==> src/rtl/hs_pkg.sv <==
// rtl/hs_pkg.sv - shared defaults and test word constants for the handshake slave FIFO
package hs_pkg;
  localparam int DEF_DATA_W    = 3;
  localparam int DEF_DEPTH     = 4;
  localparam int DEF_FRAME_LEN = 3;
  localparam int CNT_W         = 8;

  localparam logic [2:0] W0 = 3'b111;
  localparam logic [2:0] W1 = 3'b101;
  localparam logic [2:0] W2 = 3'b110;
endpackage

==> src/rtl/hs_fifo.sv <==
// rtl/hs_fifo.sv - show-ahead FIFO with registered ready and count-derived full/empty
module hs_fifo
  import hs_pkg::*;
#(
  parameter int DATA_W = DEF_DATA_W,
  parameter int DEPTH  = DEF_DEPTH
) (
  input  logic              sys_clk,
  input  logic              sys_rst,
  input  logic              valid,
  input  logic [DATA_W-1:0] data,
  output logic              ready,
  output logic              m_valid,
  output logic [DATA_W-1:0] m_data,
  input  logic              m_ready,
  output logic              full,
  output logic              empty,
  output logic              push
);
  localparam int PTR_W = $clog2(DEPTH);
  localparam int CW    = $clog2(DEPTH + 1);
  localparam logic [PTR_W-1:0] PTR_ONE = PTR_W'(1);
  localparam logic [CW-1:0]    CNT_ONE = CW'(1);
  localparam logic [CW-1:0]    CNT_MAX = CW'(DEPTH);

  logic [DATA_W-1:0] mem [DEPTH];
  logic [PTR_W-1:0]  wr_ptr;
  logic [PTR_W-1:0]  rd_ptr;
  logic [CW-1:0]     count;
  logic [CW-1:0]     count_next;
  logic              pop;

  assign push    = valid && ready;
  assign pop     = m_valid && m_ready;
  assign full    = (count == CNT_MAX);
  assign empty   = (count == '0);
  assign m_valid = !empty;
  assign m_data  = mem[rd_ptr];

  always_comb begin
    count_next = count;
    if (push && !pop)
      count_next = count + CNT_ONE;
    else if (!push && pop)
      count_next = count - CNT_ONE;
  end

  // ready looks ahead at count_next so it never depends on this cycle's valid/m_ready
  always_ff @(posedge sys_clk or posedge sys_rst) begin
    if (sys_rst) begin
      wr_ptr <= '0;
      rd_ptr <= '0;
      count  <= '0;
      ready  <= 1'b0;
    end else begin
      if (push)
        wr_ptr <= wr_ptr + PTR_ONE;
      if (pop)
        rd_ptr <= rd_ptr + PTR_ONE;
      count <= count_next;
      ready <= (count_next < CNT_MAX);
    end
  end

  always_ff @(posedge sys_clk) begin
    if (push)
      mem[wr_ptr] <= data;
  end
endmodule

==> src/rtl/hs_slave_fifo.sv <==
// rtl/hs_slave_fifo.sv - handshake slave: buffers words and tracks word and frame counts
module hs_slave_fifo
  import hs_pkg::*;
#(
  parameter int DATA_W    = DEF_DATA_W,
  parameter int DEPTH     = DEF_DEPTH,
  parameter int FRAME_LEN = DEF_FRAME_LEN
) (
  input  logic              sys_clk,
  input  logic              sys_rst,
  input  logic              valid,
  input  logic [DATA_W-1:0] data,
  output logic              ready,
  output logic              m_valid,
  output logic [DATA_W-1:0] m_data,
  input  logic              m_ready,
  output logic              full,
  output logic              empty,
  output logic [CNT_W-1:0]  word_cnt,
  output logic [CNT_W-1:0]  frame_cnt,
  output logic              frame_done
);
  localparam int FI_W = (FRAME_LEN > 1) ? $clog2(FRAME_LEN) : 1;
  localparam logic [FI_W-1:0]  FI_ONE     = FI_W'(1);
  localparam logic [FI_W-1:0]  FRAME_LAST = FI_W'(FRAME_LEN - 1);
  localparam logic [CNT_W-1:0] CNT_INC    = CNT_W'(1);

  logic            push;
  logic [FI_W-1:0] frame_idx;

  hs_fifo #(
    .DATA_W (DATA_W),
    .DEPTH  (DEPTH)
  ) u_fifo (
    .sys_clk (sys_clk),
    .sys_rst (sys_rst),
    .valid   (valid),
    .data    (data),
    .ready   (ready),
    .m_valid (m_valid),
    .m_data  (m_data),
    .m_ready (m_ready),
    .full    (full),
    .empty   (empty),
    .push    (push)
  );

  always_ff @(posedge sys_clk or posedge sys_rst) begin
    if (sys_rst) begin
      word_cnt   <= '0;
      frame_cnt  <= '0;
      frame_idx  <= '0;
      frame_done <= 1'b0;
    end else begin
      frame_done <= 1'b0;
      if (push) begin
        word_cnt <= word_cnt + CNT_INC;
        if (frame_idx == FRAME_LAST) begin
          frame_idx  <= '0;
          frame_cnt  <= frame_cnt + CNT_INC;
          frame_done <= 1'b1;
        end else begin
          frame_idx <= frame_idx + FI_ONE;
        end
      end
    end
  end
endmodule
==> config.mk <==
export PLATFORM = sky130hd
export DESIGN_NAME = hs_slave_fifo
export DESIGN_NICKNAME = d
export VERILOG_FILES = /design/src/rtl/hs_pkg.sv /design/src/rtl/hs_fifo.sv /design/src/rtl/hs_slave_fifo.sv
export SDC_FILE = /design/constraint.sdc
export NUM_CORES = 1
export LEC_CHECK = 0
export BUFFER_PORTS_ARGS = -buffer_cell sky130_fd_sc_hd__clkbuf_2
export CAP_MARGIN = 20
export CORE_ASPECT_RATIO = 0.7
export CORE_MARGIN = 3
export CORE_UTILIZATION = 45
export DETAILED_ROUTE_END_ITERATION = 12
export PLACE_DENSITY = 0.66
export SETUP_SLACK_MARGIN = 0.4
export SLEW_MARGIN = 20
export SYNTH_ARGS = -nofsm -noshare
export SYNTH_HDL_FRONTEND = slang
export SYNTH_SLANG_ARGS = --single-unit
==> constraint.sdc <==
create_clock -name sys_clk -period 2.85 [get_ports sys_clk]
set_clock_uncertainty 0.1 [all_clocks]
set_input_delay 0.4275 -clock sys_clk [delete_from_list [all_inputs] [get_ports sys_clk]]
set_output_delay 0.4275 -clock sys_clk [all_outputs]
set_load 0.1 [all_outputs]
# --- Word level (Yosys, flattened, before mapping) ---
# Memory sizes are Yosys's and may differ from the RTL's.
# Index checks and enable logic that the tools add are counted.
totals:
  wordCells: 35
  memories: 1
  inputBits: 7
  output_inout_bits: 24
  ramBits: 12
  ff_bits: 27
memory_table:
  columns: ["memory", "depth", "word_bits", "rd", "rd_ports_with_merged_regs", "wr", "line", "rtl"]
  rows:
  - ["u_fifo.mem", 4, 3, 1, 0, 1, "hs_fifo.sv:26", "logic [DATA_W-1:0] mem [DEPTH];"]
classes:
  muxes: 7
  order_cmp: 1
  n_eq_ne: 2
  add_sub_neg: 7
  n_reduce_logical: 9
op_table:
  columns: ["op", "count"]
  rows:
  - ["8-bit by 1-bit adder with 8-bit output, second input constant", 2]
  - ["2-bit by 1-bit adder with 2-bit output, second input constant", 3]
  - ["3-bit 2-to-1 mux", 2]
  - ["1-bit logical AND", 4]
  - ["1-bit 2-to-1 mux", 4]
  - ["3-bit by 1-bit adder with 3-bit output, second input constant", 1]
  - ["3-bit == test, second input constant", 1]
  - ["1-bit logical NOT", 3]
  - ["3-bit logical NOT", 1]
  - ["3-bit < comparator, second input constant", 1]
  - ["3-bit by 1-bit subtractor with 3-bit output, second input constant", 1]
  - ["2-bit == test, second input constant", 1]
  - ["2-bit 2-to-1 mux", 1]
  - ["2-bit AND reduction", 1]

# --- Depth between registers and ports, before layout ---
# Gate-level depths: netlist of the first run.
logic_depth:
  ltp_word: 7
  mapped_depth: 9
  mapped_depth_nobuf: 9

# --- By module ---
# A second synthesis of the first run with hierarchy kept.
unflattened:
  hier_cells: 132
  hier_area_um2: 1780.5
modules_own_cells:
  columns: ["mod", "n_inst", "area_per_inst_um2", "cells_each", "seq_area_each_um2"]
  rows:
  - ["hs_fifo", 1, 954.7, 68, 560.5]
  - ["hs_slave_fifo", 1, 825.8, 64, 475.5]

# --- Least setup slack after synthesis of the first run ---
# No wires, ideal clock.
synth_timing:
  kind: "reg-to-output"
  startpoint: "register u_fifo.count[0]"
  endpoint: "output empty"
  stages_incl_launch_ff: 5
  arrival_time_ns: 2.093
  n_path_buf: 0
  required_ns: 2.322
  setup_slack_ns: 0.229
  path_cell_list: "dfrtp_1 -> inv_1 -> ha_1 -> nand2b_1 -> inv_1"
synth_via:
  elab_chain_cells: 1
synth_rtl:
  columns: ["item", "line", "rtl"]
  rows:
  - ["start: declaration", "hs_fifo.sv:29", "logic [CW-1:0] count;"]
  - ["start signal: assignment", "hs_fifo.sv:60", "count <= count_next;"]
  - ["3-bit logical NOT", "hs_fifo.sv:36", "assign empty = (count == '0);"]
  - ["end: declaration", "hs_slave_fifo.sv:18", "output logic empty,"]
# Every way passes these cells.

# --- Worst setup path in the final report of the first run ---
layout_timing:
  startpoint: "register u_fifo.rd_ptr[0]"
  endpoint: "output m_data[0]"
layout_via:
  elab_chain_cells: 1
layout_rtl:
  columns: ["item", "line", "rtl"]
  rows:
  - ["start: declaration", "hs_fifo.sv:28", "logic [PTR_W-1:0] rd_ptr;"]
  - ["start signal: assignment", "hs_fifo.sv:59", "rd_ptr <= rd_ptr + PTR_ONE;"]
  - ["memory read 4 x 3 bit", null, null]
  - ["end: declaration", "hs_slave_fifo.sv:15", "output logic [DATA_W-1:0] m_data,"]
# Every way passes these cells.

==> impl_metrics.json, run 1 <==
{
  "outcome": "completed",
  "avgRoutedWirePerCell_um": 13.5,
  "final_max_slew_viol_count": 0,
  "crit_path_end_kind": "primary output",
  "core_area_mm2": 0.00365,
  "die_h_um": 58.4,
  "postCtsSetupBuffers": 0,
  "drive_above_1_share": 0.302,
  "drv_cap": 0,
  "ys_ff_latch": 39,
  "cp.arrival_ps": 1700,
  "rr_worst_depth": 9,
  "yosysUniqueCellTypes": 28,
  "critPathRequiredTime_ps": 2320,
  "critical-path-top-delay-family": "multiplexers",
  "grt_pass1_vias": 1087,
  "clockBufferDepth": 2,
  "start_util": 0.484,
  "rr_startpoint": "u_fifo.count[0]$_DFFE_PP0P_",
  "tritoncts": "done",
  "design.die.area_mm2": 0.00472,
  "routed_wl_um": 3000,
  "ant_nets": 0,
  "synth_area_per_cell_um2": 13.2,
  "grt_max_degree": 28,
  "final.setup.tns_ps": 0,
  "path_max_fanout": 5,
  "finalHoldViolCount": 0,
  "cts_hold_buf": 0,
  "gp_congestion": 0.744,
  "clkTransAtPathRegs_ps": 70,
  "die_x_um": 80.8,
  "nets": 189,
  "final_cell_mix": "30 x clkbuf_2, 27 x dfrtp_1, 16 x nand2_1",
  "areaGrowthSynthToFinish_pct": 17.4,
  "grt_pass1_wl_um": 5290,
  "portBuffers": 30,
  "cts_sinks": 39,
  "root_buffer": "clkbuf_8",
  "final_common_cell": "clkbuf_2",
  "synth_area_leader_cell": "dfrtp_1",
  "crit_buf_inv": 1,
  "antenna_found_initial": 0,
  "ys.warnings.count": 0,
  "ys_seq_area_frac": 0.587,
  "cp.depth": 2,
  "vias_per_cell": 4.90,
  "finalCriticalPeriod_ps": 2220,
  "grt_overflow": 0,
  "drc": 0,
  "fill_cells": 318,
  "maxSlewHeadroom": 0.639,
  "synth_area_leaders": "dfrtp_1 38%, edfxtp_1 20%, ha_1 7.8%",
  "fmax_mhz": 450,
  "grt_setup_unrepaired": "no",
  "timing.final.crit_share": 0.781,
  "ff2ff_setup_slack_ps": 940,
  "worst_path_largest_cell_delay_ps": 540,
  "htree_num_levels": 2,
  "setup_viol": 0,
  "io_pins": 31,
  "tightest_slew_ps": 543,
  "crit_slowest_cell": "mux4_2",
  "syn_inst": 134,
  "numCtsBuffers": 5,
  "r2r-end": "u_fifo.ready$_DFF_PP0_",
  "rows": 18,
  "ctsResizeCount": 0,
  "grtUsageTotal": 0.150,
  "critPathKind": "reg2out",
  "synth_nets": 152,
  "diodes": 0,
  "insertion_delay_ps": 280,
  "dr.pass1.iters": 4,
  "crit_chain": "mux4_2 -> clkbuf_2",
  "vias": 1087,
  "dp_hpwl_um": 2280,
  "hold_path.class": "in2async",
  "crit_path_start_kind": "flop",
  "final_util": 0.568,
  "synth_top_area_frac": 0.383,
  "synth_area_mm2": 0.00176,
  "initialDrtViolationCount": 69
}
[kinds of logic after synthesis]
group           synth area share
xor+xnor                  0.0894
compound gates            0.0269
flops                      0.587
mux                       0.0504
buf+inv                   0.0241
simple gates               0.144
fa+ha+maj                 0.0780
[sequential cells by signal, indices dropped and copies added (netlist names), named ones only]
| name | flops |
|---|---|
| u_fifo.ready | 1 |
| word_cnt | 8 |
| frame_idx | 2 |
| u_fifo.mem | 12 |
| u_fifo.count | 2 |
| frame_done | 1 |
| frame_cnt | 8 |
| u_fifo.rd_ptr | 2 |
| u_fifo.wr_ptr | 2 |
[Yosys cell counts (all sizes together)]
| cell type | count |
|---|---|
| o21ai | 5 |
| xnor2 | 13 |
| nand2 | 16 |
| nor2 | 2 |
| and3 | 5 |
| mux4 | 3 |
| nor2b | 2 |
| mux2i | 1 |
| nor4 | 1 |
| nand3 | 3 |
| nand4b | 1 |
| nand2b | 2 |
| nor3 | 2 |
| mux2 | 1 |
| o31ai | 2 |
| dfrtp | 27 |
| edfxtp | 12 |
| nand4 | 5 |
| ha | 11 |
| inv | 10 |
| buf | 1 |
| a22oi | 1 |
| xor2 | 5 |
| and2 | 1 |
| nor3b | 1 |
| and4 | 1 |
[area by class of cell]
class                      count  area, um2  area share
multi-input combinational     84        688       0.332
timing repair buffer          31        158      0.0761
tap                           50       62.6      0.0302
inverter                      10       41.3      0.0199
clock buffer                   6       72.6      0.0350
sequential                    39       1040       0.500
clock inverter                 2       12.5     0.00604
[layer usage]
| metal | vias up | share of wire | GRT usage |
|---|---|---|---|
| met5 | - | 0 | 0 |
| met4 | 0 | 0.014 | 0.0651 |
| met3 | 4 | 0.049 | 0.0474 |
| met2 | 21 | 0.47 | 0.228 |
| met1 | 525 | 0.46 | 0.201 |
| li1 | 537 | - | - |
[tightest hold or removal path: stages]
cell and delay, ps:
clkbuf_2 80, inv_1 40, buf_4 320
[worst max-delay path by stage]
stage / endpoint / slack, ps / start
after global routing: m_data[0] / 520 / u_fifo.rd_ptr[0]$_DFFE_PP0P_
after detailed placement: m_data[1] / 910 / u_fifo.rd_ptr[0]$_DFFE_PP0P_
after global placement: flop / 940 / u_fifo.count[0]$_DFFE_PP0P_
after CTS: m_data[1] / 590 / u_fifo.rd_ptr[0]$_DFFE_PP0P_
after floorplan: u_fifo.ready$_DFF_PP0_ / 520 / u_fifo.ready$_DFF_PP0_
final: m_data[0] / 630 / u_fifo.rd_ptr[0]$_DFFE_PP0P_
[through the flow]
step | worst slack (ps) | instance area [um2] | instances | hold WS (ps)
6_report | 625 | 2070 | 222 | 80.8
5_1_grt | 522 | 2070 | 222 | 123
3_5_place_dp | 909 | 1990 | 214 | 365
3_3_place_gp | 938 | 1990 | 214 | 356
2_1_floorplan | 518 | 1770 | 134 | 378
4_1_cts | 586 | 2070 | 222 | 88.3
Power of run 1 is left out: the tool's default activity adds up to more than one toggle a clock period on the data nets, which glitch-free logic cannot reach.
==> run 2, diff against run 1 <==
==> constraint.sdc (replaced) <==
create_clock -name sys_clk -period 2.3 [get_ports sys_clk]
set_clock_uncertainty 0.1 [all_clocks]
set_input_delay 0.345 -clock sys_clk [delete_from_list [all_inputs] [get_ports sys_clk]]
set_output_delay 0.345 -clock sys_clk [all_outputs]
set_load 0.1 [all_outputs]
==> run 2 against run 1 <==
  * Hold slack better by 100 ps
  * Global-route usage up 1.4 points
  * Flip-flop and latch count unchanged
  * Cell area up 6.8%
  * Utilization up 3.8 points
  * Critical endpoint is now m_data[1]
  * Largest cell class unchanged
==> impl_metrics.json, run 2 (synthesis gave the netlist of run 1 again) <==
{
  "cp.arrival_ps": 1460,
  "reg_top3": "u_fifo.mem: 12 flops, frame_cnt: 8 flops, word_cnt: 8 flops",
  "vias_per_cell": 5.01,
  "avgRoutedWirePerCell_um": 15.0,
  "tightest_slew_ps": 549,
  "grtUsageTotal": 0.165,
  "final_cell_mix": "25 x dfrtp_1, 24 x clkbuf_2, 14 x nand2_1",
  "top_register": "u_fifo.mem",
  "final.setup.tns_ps": 0,
  "portBuffers": 30,
  "worst_path_largest_cell_delay_ps": 540,
  "areaGrowthSynthToFinish_pct": 25.3,
  "finalHoldViolCount": 0,
  "fmax_mhz": 526,
  "initialDrtViolationCount": 43,
  "clkTransAtPathRegs_ps": 80,
  "finalCriticalPeriod_ps": 1900,
  "globalRouteMet3Util": 0.0612,
  "crit_path_end_kind": "primary output",
  "timing.final.crit_share": 0.826,
  "largest_register_ffs": 12,
  "crit_chain": "mux4_2 -> buf_8",
  "dr.pass1.iters": 4,
  "drv_cap": 0,
  "fill_cells": 304,
  "outcome": "completed",
  "grt_setup_unrepaired": "yes",
  "grt_pass1_vias": 1151,
  "clockBufferDepth": 2,
  "vias": 1127,
  "maxSlewHeadroom": 0.636,
  "grt_overflow": 0,
  "routed_wl_um": 3380,
  "gp_congestion": 0.783,
  "drive_above_1_share": 0.354,
  "crit_slowest_cell": "mux4_2",
  "io_pins": 31,
  "tritoncts": "done",
  "met1_usage": 0.226,
  "ff2ff_setup_slack_ps": 510,
  "die_x_um": 80.8,
  "dp_hpwl_um": 2500,
  "diodes": 0,
  "ant_nets": 0,
  "grt-busiest-layer": "met2",
  "design.die.area_mm2": 0.00472,
  "rows": 18,
  "grt_pass1_wl_um": 5640,
  "htree_num_levels": 2,
  "final_util": 0.606,
  "path_max_fanout": 4,
  "drc": 0,
  "setup_viol": 0,
  "nets": 192,
  "critPathRequiredTime_ps": 1860,
  "hold_path.class": "in2reg",
  "final_max_slew_viol_count": 0,
  "numCtsBuffers": 5,
  "core_area_mm2": 0.00365,
  "grt_max_degree": 19,
  "crit_path_start_kind": "flop",
  "final_common_cell": "dfrtp_1",
  "die_h_um": 58.4,
  "start_util": 0.484,
  "insertion_delay_ps": 290,
  "critPathKind": "reg2out",
  "cts_sinks": 39,
  "root_buffer": "clkbuf_8",
  "grt_use_met2": 0.246,
  "antenna_found_initial": 0
}
-- run 2: cell types whose count changed in the layout (fill, tap and decap cells not counted), moves of 2 or more --
cell | before | now
ha_2 | 0 | 2
nand2_1 | 16 | 14
buf_4 | 1 | 3
dfrtp_1 | 27 | 25
clkbuf_8 | 5 | 7
ha_1 | 11 | 8
clkbuf_2 | 30 | 24
buf_8 | 0 | 3
-- run 2: through the flow --
step / std cells / instance area [um2] / hold WS, ps / setup slack, ps
after floorplan: 134 / 1800 / 298 / 410
after global placement: 214 / 2020 / 235 / 433
after detailed placement: 214 / 2020 / 239 / 362
after CTS: 224 / 2190 / 170 / 357
after global routing: 225 / 2210 / 168 / 342
final: 225 / 2210 / 186 / 399
-- run 2: cell type report --
type,instances,area (um2),area share
flip-flops and latches,39,1040,0.471
well taps,50,62.6,0.0283
inverters,10,41.3,0.0187
repair buffers,34,233,0.105
multi-input cells,84,726,0.328
clock inverters,3,38.8,0.0175
clock buffers,5,68.8,0.0311
-- run 2: per-layer routing --
metal | vias up | part of all wire
li1 | 545 | -
met1 | 563 | 0.48
met2 | 17 | 0.48
met3 | 2 | 0.034
met4 | 0 | 0.0056
met5 | - | 0
-- run 2: final timing paths --
path | from | endpoint | depth (start not counted)
setup reg to reg | u_fifo.count[0]$_DFFE_PP0P_ | u_fifo.ready$_DFF_PP0_ | 9
hold reg to reg | frame_cnt[7]$_DFFE_PP0P_ | frame_cnt[7]$_DFFE_PP0P_ | 1
min in group asynchronous | sys_rst | u_fifo.ready$_DFF_PP0_ | 3
max in group asynchronous | sys_rst | word_cnt[1]$_DFFE_PP0P_ | 4
setup / recovery | u_fifo.rd_ptr[0]$_DFFE_PP0P_ | m_data[1] | 2
hold / removal | data[1] | u_fifo.mem[0][1]$_DFFE_PP_ | 1
-- run 2: timing repair --
action                     CTS  global route
hold endpoints to repair     9             0
pin swaps                    0             1
gates resized for setup     13             5
setup buffers                1             1
hold buffers                 1             0
setup endpoints to repair    8             6
-- run 2: worst max-delay path, delay by kind of cell, from the launching register on --
family	cells	cell delay (ps)
muxes	1	540
DFF	1	430
buffers and inverters	1	190
Power of run 2 is left out for the same reason.
==> run 3, diff against run 2 <==
--- a/config.mk
+++ b/config.mk
@@ -5,6 +5,7 @@
 export SDC_FILE = /design/constraint.sdc
 export NUM_CORES = 1
 export LEC_CHECK = 0
+export ABC_AREA = 1
 export BUFFER_PORTS_ARGS = -buffer_cell sky130_fd_sc_hd__clkbuf_2
 export CAP_MARGIN = 20
 export CORE_ASPECT_RATIO = 0.7
==> constraint.sdc (replaced) <==
create_clock -name sys_clk -period 1.8 [get_ports sys_clk]
set_clock_uncertainty 0.1 [all_clocks]
set_input_delay 0.27 -clock sys_clk [delete_from_list [all_inputs] [get_ports sys_clk]]
set_output_delay 0.27 -clock sys_clk [all_outputs]
set_load 0.1 [all_outputs]
==> run 3 against run 2 <==
  * The flow now finishes with violations (setup timing)
  * Register-to-register slack worse by 390 ps
  * First-iteration DRC count rose to 2.5 times the previous value
  * Via count up 35%
  * Non-clock buffer count up 16
  * Critical path type unchanged
==> impl_metrics.json, run 3 <==
{
  "vias_per_cell": 4.95,
  "final_util": 0.737,
  "final_cell_mix": "40 x nand2_1, 23 x buf_4, 21 x inv_1",
  "cts_sinks": 39,
  "reg_top3": "u_fifo.mem: 12 flops, frame_cnt: 8 flops, word_cnt: 8 flops",
  "portBuffers": 30,
  "finalHoldViolCount": 0,
  "vias": 1521,
  "clkTransAtPathRegs_ps": 70,
  "timing.final.crit_share": 1.00,
  "path_common_cell": "inv_2",
  "gp_congestion": 0.776,
  "ff2ff_setup_slack_ps": 120,
  "critical-path-top-delay-family": "buffers and inverters",
  "cp.arrival_ps": 1430,
  "crit_path_end_kind": "primary output",
  "setup_viol": 1,
  "die_h_um": 60.7,
  "place_area_mm2": 0.00248,
  "nets": 272,
  "ys.warnings.count": 0,
  "initialDrtViolationCount": 109,
  "yosysMostFrequentCell": "nand2_1",
  "synth_ff_type": "dfrtp_1",
  "clockBufferDepth": 2,
  "insertion_delay_ps": 290,
  "final.setup.tns_ps": -1.77,
  "grtUsageTotal": 0.177,
  "tightest_slew_ps": 346,
  "crit_chain": "inv_2 -> ha_4 -> inv_2 -> nor2_4 -> clkinvlp_4 -> buf_12",
  "ant_nets": 0,
  "synth_commonest_cells": "41 x nand2_1, 32 x inv_1, 27 x dfrtp_1",
  "final_max_slew_viol_count": 0,
  "finalCriticalPeriod_ps": 1800,
  "final_common_cell": "nand2_1",
  "crit_slowest_cell": "dfrtp_1",
  "synth_top_area_frac": 0.351,
  "routed_wl_um": 4220,
  "critPathRequiredTime_ps": 1430,
  "htree_num_levels": 2,
  "worst_slack_ps": -1.77,
  "largest_register_ffs": 12,
  "synthArstFlopShare": 0.692,
  "grt_overflow": 0,
  "yosysUniqueCellTypes": 27,
  "grt_pass1_wl_um": 6920,
  "hold_path.class": "in2reg",
  "dr.pass1.iters": 4,
  "io_pins": 31,
  "die_x_um": 84.2,
  "crit_buf_inv": 4,
  "synth_area_mm2": 0.00193,
  "core_area_mm2": 0.00402,
  "ys_seq_area_frac": 0.538,
  "grt_max_degree": 28,
  "synth_nets": 218,
  "drive_above_1_share": 0.490,
  "worst_path_largest_cell_delay_ps": 410,
  "drc": 0,
  "violations": "setup timing",
  "start_util": 0.479,
  "top_register": "u_fifo.mem",
  "rr_worst_depth": 9,
  "path_max_fanout": 3,
  "rows": 19,
  "multiInputGateArea_um2": 980,
  "critPathKind": "reg2out",
  "diodes": 0,
  "fmax_mhz": 555,
  "root_buffer": "clkbuf_8",
  "areaGrowthSynthToFinish_pct": 53.7,
  "r2r-end": "u_fifo.ready$_DFF_PP0_",
  "worstHoldPathCells": 1,
  "synth_area_leaders": "dfrtp_1 35%, edfxtp_1 19%, nand2_1 8.0%",
  "fill_cells": 272,
  "synth_edf_count": 12,
  "synth_area_per_cell_um2": 9.63,
  "design.die.area_mm2": 0.00511,
  "tritoncts": "done",
  "crit_path_start_kind": "flop",
  "drv_cap": 0,
  "hold_path_end": "u_fifo.mem[3][0]$_DFFE_PP_",
  "maxSlewHeadroom": 0.769,
  "grt_setup_unrepaired": "yes",
  "place_ws_ps": 146,
  "design_area_mm2": 0.00296,
  "hold_path.startpoint": "data[0]",
  "synth_area_leader_cell": "dfrtp_1",
  "antenna_found_initial": 0,
  "syn_inst": 200,
  "rr_startpoint": "u_fifo.count[1]$_DFFE_PP0P_",
  "outcome": "finished, violations left",
  "grt_pass1_vias": 1520,
  "numCtsBuffers": 5,
  "ys_ff_latch": 39,
  "dp_hpwl_um": 2750,
  "avgRoutedWirePerCell_um": 13.7,
  "regArea_mm2": 0.00107
}
-- run 3: worst max path at each step --
stage	from	endpoint	slack (ps)	cells past startpoint
after floorplan	u_fifo.count[1]$_DFFE_PP0P_	m_valid	-400	5
after global placement	u_fifo.count[0]$_DFFE_PP0P_	u_fifo.count[0]$_DFFE_PP0P_	210	7
after detailed placement	u_fifo.count[0]$_DFFE_PP0P_	u_fifo.count[0]$_DFFE_PP0P_	150	7
after CTS	u_fifo.count[0]$_DFFE_PP0P_	m_valid	30	6
after global routing	u_fifo.count[1]$_DFFE_PP0P_	m_valid	-50	6
final	u_fifo.count[1]$_DFFE_PP0P_	m_valid	-2	6
-- run 3: timing repair --
item / CTS / global route
hold buffers: 1 / 0
buffers inserted: 11 / 6
hold endpoints to repair: 27 / 0
pin swaps: 8 / 7
gates resized for setup: 47 / 17
setup endpoints to repair: 34 / 26
-- run 3: worst reg2reg max path: stages (launching register included) --
cell and delay [ps]:
dfrtp_1 410, inv_2 100, ha_4 150, buf_4 120, a21boi_4 50, buf_6 120
ha_4 160, buf_4 140, nor3_4 150, nor2_1 70
-- run 3: per-layer routing --
metal / global-route usage / share of wire
met3: 0.0475 / 0.036
met5: 0 / 0
met4: 0.0803 / 0.019
met1: 0.218 / 0.43
met2: 0.301 / 0.52
-- run 3: area by class of cell --
type                    instances  area share
clock buffers                   5      0.0232
repair buffers                 50       0.194
flip-flops and latches         39       0.363
well taps                      52      0.0220
multi-input cells             123       0.331
inverters                      35      0.0541
clock inverters                 3      0.0131
-- run 3: kinds of logic after synthesis --
kind of cell	after synthesis	share of synthesized area
buffers and inverters	38	0.0832
xor gates and xnor gates	10	0.0494
and+or+nand+nor	84	0.199
DFF	39	0.538
AOI/OAI and AO/OA	18	0.0585
adders and majority gates	11	0.0715
-- run 3: per-stage QoR --
| stage | hold slack, ps | std cells |
|---|---|---|
| after floorplan | 222 | 200 |
| after global placement | 220 | 281 |
| after detailed placement | 236 | 281 |
| after CTS | 95.6 | 301 |
| after global routing | 104 | 307 |
| final | 102 | 307 |
Power of run 3 is left out for the same reason.
